`config.mk`:
```
export PLATFORM = sky130hd
export DESIGN_NAME = adder8_44
export DESIGN_NICKNAME = d
export VERILOG_FILES = /design/src/rtl/adder8_44.sv
export SDC_FILE = /design/constraint.sdc
export NUM_CORES = 1
export LEC_CHECK = 0
export CORE_MARGIN = 4
export CORE_UTILIZATION = 35
export DETAILED_ROUTE_END_ITERATION = 16
export PLACE_DENSITY = 0.72
export SLEW_MARGIN = 5
export SYNTH_ARGS = -nofsm -noshare
export SYNTH_HDL_FRONTEND = slang
export SYNTH_SLANG_ARGS = --single-unit
```
`constraint.sdc`:
```
create_clock -name clk -period 0.8 [get_ports clk]
set_input_delay 0.16 -clock clk [delete_from_list [all_inputs] [get_ports clk]]
set_output_delay 0.16 -clock clk [all_outputs]
set_load 0.03 [all_outputs]
```
`src/rtl/adder8_44.sv`:
```
// Registered 8-bit adder with carry-in/out, built from two 4-bit
// carry-lookahead groups chained by the low group's carry.
module adder8_44 (
    input  logic       clk,
    input  logic       reset,
    input  logic [7:0] A,
    input  logic [7:0] B,
    input  logic       Cin,
    output logic [7:0] sum,
    output logic       Cout
);

    localparam int unsigned W  = 8;
    localparam int unsigned GW = 4;

    // 4-bit lookahead: returns {P, G, c3, c2, c1} for the group's carry-in ci
    function automatic logic [GW:0] cla4(input logic [GW-1:0] g,
                                         input logic [GW-1:0] p,
                                         input logic          ci);
        logic c1, c2, c3, gg, pg;
        c1 = g[0] | (p[0] & ci);
        c2 = g[1] | (p[1] & g[0]) | (p[1] & p[0] & ci);
        c3 = g[2] | (p[2] & g[1]) | (p[2] & p[1] & g[0])
           | (p[2] & p[1] & p[0] & ci);
        gg = g[3] | (p[3] & g[2]) | (p[3] & p[2] & g[1])
           | (p[3] & p[2] & p[1] & g[0]);
        pg = &p;
        return {pg, gg, c3, c2, c1};
    endfunction

    logic [W-1:0]  g;
    logic [W-1:0]  p;
    logic [W:0]    c;
    logic [GW:0]   lo;
    logic [GW:0]   hi;
    logic [W-1:0]  sum_next;
    logic          cout_next;

    always_comb begin
        g         = A & B;
        p         = A ^ B;
        c         = '0;
        c[0]      = Cin;
        lo        = cla4(g[GW-1:0], p[GW-1:0], Cin);
        c[3:1]    = lo[2:0];
        c[4]      = lo[3] | (lo[4] & Cin);
        hi        = cla4(g[W-1:GW], p[W-1:GW], c[4]);
        c[7:5]    = hi[2:0];
        c[8]      = hi[3] | (hi[4] & c[4]);
        sum_next  = p ^ c[W-1:0];
        cout_next = c[W];
    end

    always_ff @(posedge clk or negedge reset) begin
        if (!reset) begin
            sum  <= '0;
            Cout <= 1'b0;
        end else begin
            sum  <= sum_next;
            Cout <= cout_next;
        end
    end

endmodule

```
### Word-level counts from Yosys, hierarchy flattened

Cells that the tools add are included.

* bits in registers: 9
* input bits: 19

* reduce and logical (&&, ||, !) cells: 2
* bitwise operators: 53

Operators with widths (number)
* 1-bit bitwise AND: 30
* 1-bit bitwise OR: 20
* 8-bit XOR: 2
* 8-bit bitwise AND: 1
* 4-bit AND reduction: 2

### Longest topological paths before layout

* word-level depth: 9
* depth in mapped cells: 6
* depth with buffers taken out: 6

### Worst setup path before layout

OpenSTA, ideal clock, no wires.

* path kind: input port to flip-flop
* start point: input port A[2]
* end point: register sum[5]
* required time: 0.676 ns
* setup slack: -1.149 ns
* cell stages on the path: 6
* data arrival time: 1.825 ns
* path through: ha_1 and3_1 a221o_1 or2_2 fa_1 xor2_1

* word-level cells in the longest chain between the ends: 9

RTL lines
* start: declaration: line 6 `input logic [7:0] A,`
* 8-bit bitwise AND / 8-bit XOR (equally long branches): line 40, 41
* 1-bit bitwise AND (on tied branches): line 25, 26
* 1-bit bitwise OR, or another cell as far along: line 25 `gg = g[3] | (p[3] & g[2]) | (p[3] & p[2] & g[1])`
* 1-bit bitwise OR / 1-bit bitwise AND (equally long branches): line 25, 26
* 1-bit bitwise OR: line 26 `| (p[3] & p[2] & p[1] & g[0]);`
* 1-bit bitwise OR (*): line 46 `c[4] = lo[3] | (lo[4] & Cin);`
* 1-bit bitwise AND (*): line 21 `c1 = g[0] | (p[0] & ci);`
* 1-bit bitwise OR (*): line 21
* 8-bit XOR (*): line 50 `sum_next = p ^ c[W-1:0];`
* net sum_next[5]: line 36 `logic [W-1:0] sum_next;`
* end signal: assignment: line 59 `sum <= sum_next;`
* end: declaration: line 9 `output logic [7:0] sum,`

Mark *: on every way through the listed nets, which the timed path passes. The rest lies on a longest branch.

### Worst setup path after layout

* start point: input port A[1]
* end point: register sum[5]

* word-level cells in the longest chain between the ends: 8

RTL lines (line)
* 8-bit bitwise AND / 8-bit XOR (equally long branches): 40, 41
* 1-bit bitwise AND (on tied branches): 25, 26
* 1-bit bitwise OR / 1-bit bitwise AND (equally long branches): 25, 26
* 1-bit bitwise OR: 26
* 1-bit bitwise OR (*): 46
* 1-bit bitwise AND (*): 21
* 1-bit bitwise OR (*): 21
* 8-bit XOR (*): 50
* net sum_next[5]: 36

Marked as above.

==> reports/metrics.yaml <==
cts_hold_buffers: 0
areaGrowthSynthToFinish_pct: 108.7
drive_gt1_frac: 0.5730
clock_sinks: 9
worst_pin_slew_ns: 0.1793
drv_cap: 0
critical_path_class: "in -> reg"
setup_slack_ns: -0.8192
report.final.slew_viol_count: 0
start_kind: "primary input"
cp.buffers_inverters: 1
yosys.area.top_type: "dfrtp_1"
power.switching_uw: 600.7
synth_area_um2: 531.8
hold_violations: 0
yosys_register_bits: 9
coreArea_um2: 1366
routed_wl_um: 1363
clockRootBuffer: "clkbuf_4"
worstPathRequired_ns: 0.94
htreeDepth: 1
fmax_mhz: 617.6
pwr-share-seq: 0.319
slowest_delay_ns: 0.35
yosysSeqAreaShare: 0.4235
vdd_ir_drop_max_uv: 712.6
cts_max_path_buffers: 2
setup.worst_path.end_class: "register"
synth_cell_types: 16
outcome: "complete, but fails checks"
p_int_mw: 1.231
grt_antenna_before_repair: 0
syn_avg_cell_area_um2: 12.37
finalCriticalPeriod_ns: 1.619
min_path_type: "in -> async"
crit_family: "adder cells"
swShare: 0.3280
max_slew_margin: 0.8803
vias: 496
fin_cells: 104
rows: 13
drt_iter0_drc: 3
hpwl_um: 1114
dieHeight_um: 46.98
dp.cells: 96
start_util: 0.3892
failed_checks: "negative setup slack"
port_buffers: 27
p_per_area_nw_per_um2: 1650
nets: 119
grt_pass1_wl_um: 2145
cts_tree: "done"
cts_buffers: 3
yosys_warnings: 0
drt-vias-per-instance: 4.769
placed_cell_area_um2: 965.9
wl_per_cell_um: 13.11
worstPathMaxFanout: 2
grt_pass1_vias: 538
finalCritPeriodShare: 2.024
synth_area_leaders: "dfrtp_1, ha_1, fa_1, xor2_1, a21o_1"
power_frac_comb: 0.496
slowest_stage: "a221o_1"
diodes: 0
grt_max_degree: 10
grt_usage: 0.1416
cts.clk_slew.worst_paths_ns: 0.06
ant_nets: 0
crit_chain: "buf_6 > ha_4 > and3_4 > a221o_1 > or2_4 > fa_2 > xor2_1"
utilization: 0.8123
final_area_um2: 1110
drc: 0
die_w_um: 46.98
syn-num-nets: 72
globalplace.congestion: 0.7709
grt.overflow.total: 0
power_frac_clock: 0.185
rsz0062_at_grt: "yes"
dieArea_um2: 2207
synth_cells: 43
ios: 28
synth_top_area_frac: 0.4235
detail_route.first_pass.iterations: 2
setup_viol: 16
worstPathArrival_ns: 1.76
leakage_nw: 0.5285
area by class of cell:
type / count / area, µm²
clock buffers: 4 / 26.28
flip-flops and latches: 9 / 225.2
fillers: 80 / 256.5
well taps: 15 / 18.77
repair buffers: 42 / 424.2
inverters: 4 / 22.52
multi-input cells: 30 / 392.9
placed cells by master, fill, tap and decap left out, types with 3 or more instances in the layout:
master,instances
ha_4,5
a21o_1,3
clkdlybuf4s50_1,5
clkdlybuf4s15_1,4
clkbuf_4,3
buf_6,21
xor2_1,3
inv_1,3
buf_4,11
dfrtp_1,9
cells in the mapped netlist (all sizes together):
master,number
o22ai,1
o22a,1
or2,2
a211o,1
xor2,3
a211oi,1
a221o,1
and3,2
o21a,2
nor2,1
a21o,3
dfrtp,9
xnor2,2
ha,8
inv,4
fa,2
path summary, 6_finish.rpt:
kind / start / end / slack [ns] / depth (start not counted)
max in group asynchronous: reset / sum[2] / 0.46 / 2
hold / removal: reset / Cout / 0.21 / 2
min in group clk: B[3] / sum[3] / 0.28 / 4
setup / recovery: A[1] / sum[5] / -0.82 / 7
state kept, by name, indices dropped and copies added (netlist names):
name,count
sum,8
Cout,1
timing repair:
item | CTS | global route
setup buffers | 3 | 3
gates resized for setup | 69 | 6
endpoints found under the setup margin | 18 | 16
pin swaps | 17 | 7
power groups by stage:
stage	clock (mW)	sequential [mW]	combinational [mW]
after floorplan	0	0.761	0.226
after global placement	0	0.573	0.757
after detailed placement	0	0.576	0.777
after CTS	0.349	0.585	0.867
after global routing	0.383	0.593	0.980
final	0.338	0.584	0.909
cells by family (layout without fill, tap and decap cells):
group,after synthesis,count (layout),share of synthesized area
and+or+nand+nor,5,5,0.05410
xor gates and xnor gates,5,5,0.08237
buffers and inverters,4,50,0.02823
AOI/OAI and AO/OA,10,10,0.1482
DFF,9,9,0.4235
adders and majority gates,10,10,0.2635
layer usage:
metal,track usage,wire (µm),part of all wire
met3,0.02299,83,0.061
met2,0.2791,776,0.57
met1,0.1405,503,0.37
met4,0.06630,0,0
met5,0,0,0
stage by stage:
stage,hold WS [ns],setup WS [ns],TNS [ns],power [mW]
detailed placement,0.4778,-1.522,-9.887,1.353
global route,0.1967,-0.8458,-5.602,1.956
global placement,0.4583,-1.476,-9.646,1.331
floorplan,-0.1356,-0.9636,-4.110,0.9866
finish,0.2060,-0.8192,-5.180,1.831
CTS,0.2097,-0.7745,-4.857,1.802
(Power assumes the default switching activity.)
